File: src/rtl/division_pkg.sv
// Shared definitions for the calculator arithmetic units: default Q-format
// constants and the divider's state encoding.
package division_pkg;

  localparam int Q_WIDTH = 24;
  localparam int Q_FBITS = 8;

  typedef enum logic [1:0] {
    IDLE = 2'd0,
    CALC = 2'd1,
    SIGN = 2'd2,
    DONE = 2'd3
  } div_state_e;

endpackage

File: src/rtl/division.sv
// Iterative signed Q-format divider: restoring long division, one quotient bit
// per clock, with divide-by-zero and overflow flags.
module division
  import division_pkg::*;
#(
  parameter int WIDTH = Q_WIDTH,
  parameter int FBITS = Q_FBITS
) (
  input  logic             clk,
  input  logic             rst,
  input  logic             start,
  output logic             busy,
  output logic             done,
  output logic             valid,
  output logic             dbz,
  output logic             ovf,
  input  logic [WIDTH-1:0] a,
  input  logic [WIDTH-1:0] b,
  output logic [WIDTH-1:0] val,
  output div_state_e       dbg_state
);

  localparam int ITER = WIDTH + FBITS;
  localparam int DW   = WIDTH + FBITS;
  localparam int CW   = $clog2(ITER + 1);

  // Handshake: start is sampled only in IDLE; busy covers CALC and SIGN;
  // done is a single-cycle pulse, and val/valid/dbz/ovf hold until the next
  // accepted start.
  div_state_e       state_q;
  logic [DW-1:0]    dvd_q;
  logic [WIDTH-1:0] rem_q;
  logic [WIDTH-1:0] mag_b_q;
  logic [WIDTH-1:0] quo_q;
  logic [CW-1:0]    cnt_q;
  logic             sign_q;
  logic             busy_q, done_q, valid_q, dbz_q, ovf_q;
  logic [WIDTH-1:0] val_q;

  logic [WIDTH-1:0] mag_a, mag_b;
  logic [WIDTH:0]   rem_sh;
  logic [WIDTH-1:0] rem_d;
  logic             q_bit;

  always_comb begin
    mag_a  = a[WIDTH-1] ? -a : a;
    mag_b  = b[WIDTH-1] ? -b : b;
    // Remainder stays below |b| <= 2^(WIDTH-1), so one extra bit covers the shift.
    rem_sh = {rem_q, dvd_q[DW-1]};
    q_bit  = (rem_sh >= {1'b0, mag_b_q});
    rem_d  = q_bit ? WIDTH'(rem_sh - {1'b0, mag_b_q}) : rem_sh[WIDTH-1:0];
  end

  always_ff @(posedge clk or negedge rst) begin
    if (!rst) begin
      state_q <= IDLE;
      dvd_q   <= '0;
      rem_q   <= '0;
      mag_b_q <= '0;
      quo_q   <= '0;
      cnt_q   <= '0;
      sign_q  <= 1'b0;
      busy_q  <= 1'b0;
      done_q  <= 1'b0;
      valid_q <= 1'b0;
      dbz_q   <= 1'b0;
      ovf_q   <= 1'b0;
      val_q   <= '0;
    end else begin
      done_q <= 1'b0;
      case (state_q)
        IDLE: begin
          if (start) begin
            sign_q  <= a[WIDTH-1] ^ b[WIDTH-1];
            mag_b_q <= mag_b;
            dvd_q   <= {mag_a, {FBITS{1'b0}}};
            rem_q   <= '0;
            quo_q   <= '0;
            valid_q <= 1'b0;
            dbz_q   <= 1'b0;
            ovf_q   <= 1'b0;
            if (b == '0) begin
              dbz_q   <= 1'b1;
              val_q   <= '0;
              state_q <= DONE;
            end else begin
              busy_q  <= 1'b1;
              cnt_q   <= CW'(ITER);
              state_q <= CALC;
            end
          end
        end
        CALC: begin
          rem_q <= rem_d;
          dvd_q <= dvd_q << 1;
          quo_q <= {quo_q[WIDTH-2:0], q_bit};
          // This step produces quotient bit cnt_q-1; bits >= WIDTH-1 overflow.
          if (q_bit && (cnt_q >= CW'(WIDTH))) ovf_q <= 1'b1;
          cnt_q <= cnt_q - CW'(1);
          if (cnt_q == CW'(1)) state_q <= SIGN;
        end
        SIGN: begin
          val_q   <= ovf_q ? '0 : (sign_q ? -quo_q : quo_q);
          busy_q  <= 1'b0;
          state_q <= DONE;
        end
        DONE: begin
          done_q  <= 1'b1;
          valid_q <= !dbz_q && !ovf_q;
          state_q <= IDLE;
        end
        default: state_q <= IDLE;
      endcase
    end
  end

  assign busy      = busy_q;
  assign done      = done_q;
  assign valid     = valid_q;
  assign dbz       = dbz_q;
  assign ovf       = ovf_q;
  assign val       = val_q;
  assign dbg_state = state_q;

endmodule

File: config.mk
export PLATFORM = sky130hd
export DESIGN_NAME = division
export DESIGN_NICKNAME = d
export VERILOG_FILES = /design/src/rtl/division_pkg.sv /design/src/rtl/division.sv
export SDC_FILE = /design/constraint.sdc
export NUM_CORES = 1
export LEC_CHECK = 0
export ABC_CLOCK_PERIOD_IN_PS = 3050
export CAP_MARGIN = 10
export CORE_MARGIN = 3
export CORE_UTILIZATION = 58
export DETAILED_ROUTE_END_ITERATION = 16
export PLACE_DENSITY_LB_ADDON = 0.25
export RECOVER_POWER = 25
export SYNTH_ARGS = -nofsm -noshare
export SYNTH_HDL_FRONTEND = slang
export SYNTH_SLANG_ARGS = --single-unit
File: constraint.sdc
create_clock -name clk -period 3.05 [get_ports clk]
set_input_delay 0.61 -clock clk [delete_from_list [all_inputs] [get_ports clk]]
set_output_delay 0.61 -clock clk [all_outputs]
set_load 0.01 [all_outputs]
After elaboration in Yosys (flattened, before gate mapping)
Index checks and enable logic that the tools add are counted.
{"block": "totals", "register_bits": 142, "inputBits": 51, "output_inout_bits": 31, "word_cells": 76}
{"block": "op_classes", "n_addsub": 5, "order_cmp": 2, "n_eq_ne": 9, "mux": 29, "bitwise": 1, "reduce_logical": 17}
{"op": "two-way mux 24 bit", "count": 8}
{"op": "one-hot mux 24 bit (2 select lines)", "count": 3}
{"op": "negation 24 bit", "count": 3}
{"op": "one-hot mux 32 bit (2 select lines)", "count": 1}
{"op": "two-way mux 32 bit", "count": 1}
{"op": ">= comparator 25 x 24 -> 1 bit", "count": 1}
{"op": "zero test 24 bit", "count": 1}
{"op": "subtractor 24 bit", "count": 1}
{"op": "two-way mux 6 bit", "count": 2}
{"op": "one-hot mux 6 bit (2 select lines)", "count": 1}
{"op": "AND reduction 3 bit", "count": 4}
{"op": "!= test 2 bit (second input constant)", "count": 5}
{"op": "one-hot mux 2 bit (4 select lines)", "count": 1}
{"op": "AND reduction 2 bit", "count": 4}
{"op": "== test 6 x 1 -> 1 bit (second input constant)", "count": 1}
{"op": ">= comparator 6 x 5 -> 1 bit (second input constant)", "count": 1}
{"op": "two-way mux 1 bit", "count": 6}
{"op": "two-way mux 2 bit", "count": 3}
{"op": "one-hot mux 1 bit (2 select lines)", "count": 3}
{"op": "nonzero test 2 bit", "count": 3}
{"op": "subtractor 6 x 1 -> 6 bit (second input constant)", "count": 1}
{"op": "== test 2 bit (second input constant)", "count": 2}
{"op": "== test 2 x 1 -> 1 bit (second input constant)", "count": 1}
{"op": "logical AND 1 bit", "count": 2}
{"op": "3 further kinds", "count": 4}

Depth between registers and ports, before layout
{"block": "logic_depth", "ltp_word": 4, "depth_mapped": 12, "ltp_nobuf": 12}

Least setup slack after synthesis
OpenSTA, ideal clock, no wires.
{"block": "synth_timing", "path_kind": "register to register", "from": "register dvd_q[31]", "to": "register rem_q[18]", "setup_time_ns": 0.087, "arrival_ns": 2.695, "required_time_ns": 2.963, "slack_ns": 0.269, "stages_incl_launch_ff": 13, "path_buffers": 0, "period_less_slack_ns": 2.781, "cell_sequence": "dfrtp_1 -> inv_1 -> ha_1 -> fa_1 -> nor2b_1 -> o2111ai_1 -> a211oi_1 -> o311ai_0 -> nand2b_1 -> a21oi_1 -> nor3b_1 -> mux2_2 -> o211ai_1"}
{"block": "synth_via", "elab_chain_cells": 3, "elab_cells_between_ends": 4, "classes_between": "add/sub (1); order compare (1); mux (2)"}
{"element": "start, declared", "line_no": "division.sv:31", "rtl": "logic [DW-1:0] dvd_q;"}
{"element": "start signal, assigned", "line_no": "division.sv:76", "rtl": "dvd_q <= {mag_a, {FBITS{1'b0}}};"}
{"element": "start signal, assigned", "line_no": "division.sv:95", "rtl": "dvd_q <= dvd_q << 1;"}
{"element": "subtractor 24 bit / >= comparator 25 x 24 -> 1 bit (equally long branches)", "line_no": "division.sv:51, division.sv:50"}
{"element": "two-way mux 24 bit (*)", "line_no": "division.sv:51", "rtl": "rem_d = q_bit ? WIDTH'(rem_sh - {1'b0, mag_b_q}) : rem_sh[WIDTH-1:0];"}
{"element": "one-hot mux 24 bit (2 select lines) (*)", "line_no": "division.sv:71", "rtl": "case (state_q)"}
{"element": "end signal, assigned", "line_no": "division.sv:94", "rtl": "rem_q <= rem_d;"}
{"element": "end, declared", "line_no": "division.sv:32", "rtl": "logic [WIDTH-1:0] rem_q;"}
Mark *: on every way between the ends. The rest lies on a longest branch, timed or not.
A chain may end at the register's enable or synchronous reset.

Worst setup path after layout
Ends and elaborated chain as after synthesis.

==> metrics.md <==
| Metric | Value |
|---|---|
| CTS root buf | `clkbuf_16` |
| Flops & latches, synth | `134` |
| Met2 wire len | `9288 um` |
| Max cap viols | `0` |
| Leak | `0.004670 uW` |
| Detailed Route WL | `18940 um` |
| Setup violators final | `0` |
| DRC viols | `0` |
| Num CTS Buffers | `17` |
| Post-synth EDFFs | `0` |
| VDD IR max | `0.5216 mV` |
| Synth top area cells | `dfrtp_1 (41%), xor2_1 (7.0%), nand2_1 (6.6%)` |
| Design Power | `11210 uW` |
| Cell area after layout | `slightly above 10000 sq um` |
| Yosys cell types | `63` |
| Worst slew pin tran | `around 1.4 ns` |
| Grt total ovfl | `0` |
| Post-synth ARST share | `100.0%` |
| Final Hold Fails | `0` |
| Core area | `13560 sq um` |
| Initial Util | `60.87%` |
| Synth Area in Simple Gates | `between 10% and 20%` |
| DIE HEIGHT | `125.3 um` |
| CTS tree | `built` |
| Max FO, Critical Path | `3` |
| Crit. End Element | `register` |
| Pwr Density | `1095 nW/um^2` |
| Clk pin slew, worst setup/hold paths | `0.06 ns` |
| H-tree levels | `4` |
| I/O Buffers | `81` |
| Later-pin clock latency in the skew report | `0.43 ns` |
| Synth Area in Adders | `5.397%` |
| Largest family of logic cells by synthesized area | `compound AO/OA/AOI/OAI gates` |
| Die width | `125.3 um` |
| Reg2reg end | `rem_q[18]$_DFFE_PN0P_` |
| Worst Path Required | `3.39 ns` |
| Crit start category | `register` |
| Seq/Total Area, Yosys | `40.63%` |
| Pre-CTS WS | `-0.2044 ns` |
| Register-to-register setup slack | `0.16 ns` |
| Dominant cell type by area after synthesis | `dfrtp_1` |
| Synth Area in Compound Gates | `a little over a fifth` |
| Utilization after layout | `75.50%` |
| GP Congestion | `about 0.9` |
| Met3 wire length | `835 um` |
| Mux cell area share after synthesis | `1.349%` |
| Antenna-violating nets left | `0` |
| Post-DP Area | `9643 sq um` |
| Clock buffer depth | `2` |
| Layout Skew | `about 0.011 ns` |
| Reg2reg start | `dvd_q[31]$_DFFE_PN0P_` |
| Top-Level Pins | `82` |
| Post-Route Setup TNS | `0 ns` |
| Routed vias/inst | `roughly 5.7` |
| Post-Syn Area | `slightly above 8000 sq um` |
| 1st-iter DRT viols | `~610` |
| Largest net degree at the start of global routing | `95` |
| Highest routed layer | `met4` |
| Final WS setup | `0.1605 ns` |
| Vias in the first global route | `6927` |
| Syn-to-layout area delta | `24.03%` |
| Worst Reg2Reg Path Length in Cells | `13` |
| Post-route minimum period | `approximately 2.9 ns` |
| First-pass GRT wire length | `32890 um` |
| Mapped Nets | `approximately 1000` |
| Synth Instances | `around 940` |
| Mean post-synth cell area | `8.770 sq um` |
| Post-synth top area share | `about 41%` |
| Rel. slew slack | `5.683%` |
| DR pass1 iterations | `5` |
| Synth Flop Type | `dfrtp_1` |
| Nets | `1147` |
| RSZ-0062 raised after global routing | `no` |
| Layout cells sized above 1 | `around 14%` |
| Antenna diodes | `0` |
| Metal-1 WL | `between 8000 and 9000 um` |
| TritonCTS Sinks | `134` |
| WL/cell | `15.17 um` |
| Post-synthesis xor/xnor area fraction | `under 10%` |
| Initial antenna violation count | `0` |
| Final period util | `94.74%` |
| Die area | `15700 sq um` |
| Overall routing resource usage | `25.23%` |
| Arr. time, crit path | `between 3 and 4 ns` |
| Setup Crit Path Kind | `reg2reg` |
| DP Wirelength | `about 13000 um` |
| Fmax | `346.1 MHz` |
| Slew Viols, Final | `0` |
| Worst min-delay path class | `in2async` |
| FP Rows | `42` |
| Via Count | `7174` |
| Synthesis warning total | `0` |
| Outcome | `complete, no violations` |
[logic make-up after synthesis]
logic type               Yosys count
AO/OA/AOI/OAI                    283
XOR/XNOR                          85
adder cells (fa/ha/maj)           35
buffers and inverters             94
flip-flops                       134
multiplexers                      11
AND/OR/NAND/NOR                  299
[final cells by class]
class	instances	area (sq um)
clock inverter	13	115.1
tap	176	220.2
clock buffer	18	439.2
timing repair buffer	147	1344
multi-input combinational	713	4584
inverter	48	180.2
fill	980	3322
sequential	134	3353
[metrics by stage]
stage / hold slack, ns / cells
global placement: 0.4605 / 1216
detailed placement: 0.4657 / 1216
global route: 0.4981 / 1249
floorplan: 0.3144 / 941
finish: 0.4659 / 1249
CTS: 0.1464 / 1247
[Yosys cell counts, types with 5 or more instances]
| library cell | instances |
|---|---|
| a21o_1 | 8 |
| a21oi_1 | 59 |
| a22o_1 | 22 |
| a31oi_1 | 5 |
| a32oi_1 | 6 |
| buf_1 | 7 |
| clkbuf_1 | 35 |
| dfrtp_1 | 134 |
| ha_1 | 34 |
| inv_1 | 48 |
| mux2i_1 | 10 |
| nand2_1 | 146 |
| nand2b_1 | 10 |
| nand3_1 | 14 |
| nor2_1 | 53 |
| nor2b_1 | 7 |
| nor3_1 | 15 |
| nor4_1 | 8 |
| o21ai_0 | 104 |
| o21ai_1 | 11 |
| o21ai_2 | 15 |
| o31ai_1 | 18 |
| o41ai_1 | 9 |
| or2_2 | 5 |
| or3_1 | 8 |
| or4_1 | 5 |
| xnor2_1 | 19 |
| xor2_1 | 66 |
[layout by cell type (no fill, tap or decap), types with 19 or more instances in the layout]
cell type	instances
inv_1	48
clkdlybuf4s50_1	80
nor2_1	53
dfrtp_1	134
nand2_1	146
xor2_1	66
o21ai_0	102
xnor2_1	19
a21oi_1	57
buf_4	62
ha_1	32
a22o_1	22
[per-layer routing]
| metal | track usage [%] | up-vias |
|---|---|---|
| li1 | - | 3546 |
| met2 | 41.54 | 197 |
| met4 | 7.334 | 0 |
| met3 | 5.330 | 27 |
| met5 | 0 | - |
| met1 | 33.95 | 3404 |
[state kept, by name (all words and copies together), names as in the netlist]
register	cells
dvd_q	24
mag_b_q	24
quo_q	24
rem_q	24
val	24
cnt_q	6
dbg_state	2
busy	1
dbz	1
done	1
ovf	1
sign_q	1
valid	1
[critical path, stage by stage, from the launching register on]
cell and delay (ns):
dfrtp_1 0.36, inv_1 0.08, ha_2 0.20, fa_2 0.35, nor2b_2 0.15, o2111ai_2 0.20, a211oi_2 0.27, buf_4 0.16
o311ai_2 0.14, nand2b_1 0.14, a21oi_2 0.09, nor3b_2 0.18, mux2_2 0.35, o211ai_1 0.14
[how the worst max path moves through the flow]
stage,from,to,depth (start not counted)
global route,dvd_q[31]$_DFFE_PN0P_,rem_q[18]$_DFFE_PN0P_,13
global placement,a[4],dvd_q[30]$_DFFE_PN0P_,10
floorplan,dvd_q[31]$_DFFE_PN0P_,rem_q[18]$_DFFE_PN0P_,12
detailed placement,b[0],val[3]$_DFFE_PN0P_,10
CTS,dvd_q[31]$_DFFE_PN0P_,rem_q[18]$_DFFE_PN0P_,13
finish,dvd_q[31]$_DFFE_PN0P_,rem_q[18]$_DFFE_PN0P_,13
[where the power goes]
part,internal [uW],switching (uW),total (uW)
registers,2450,542,2990
logic,2740,3580,6310
clock network,1080,824,1900
[timing repair]
item,4_1_cts,5_1_grt
endpoints found under the setup margin,4,7
endpoints found under the hold margin,0,0
buffers inserted,0,2
pin swaps,1,3
resized for setup,4,8
hold buffers,0,0
Power figures use the tool's default switching activity.
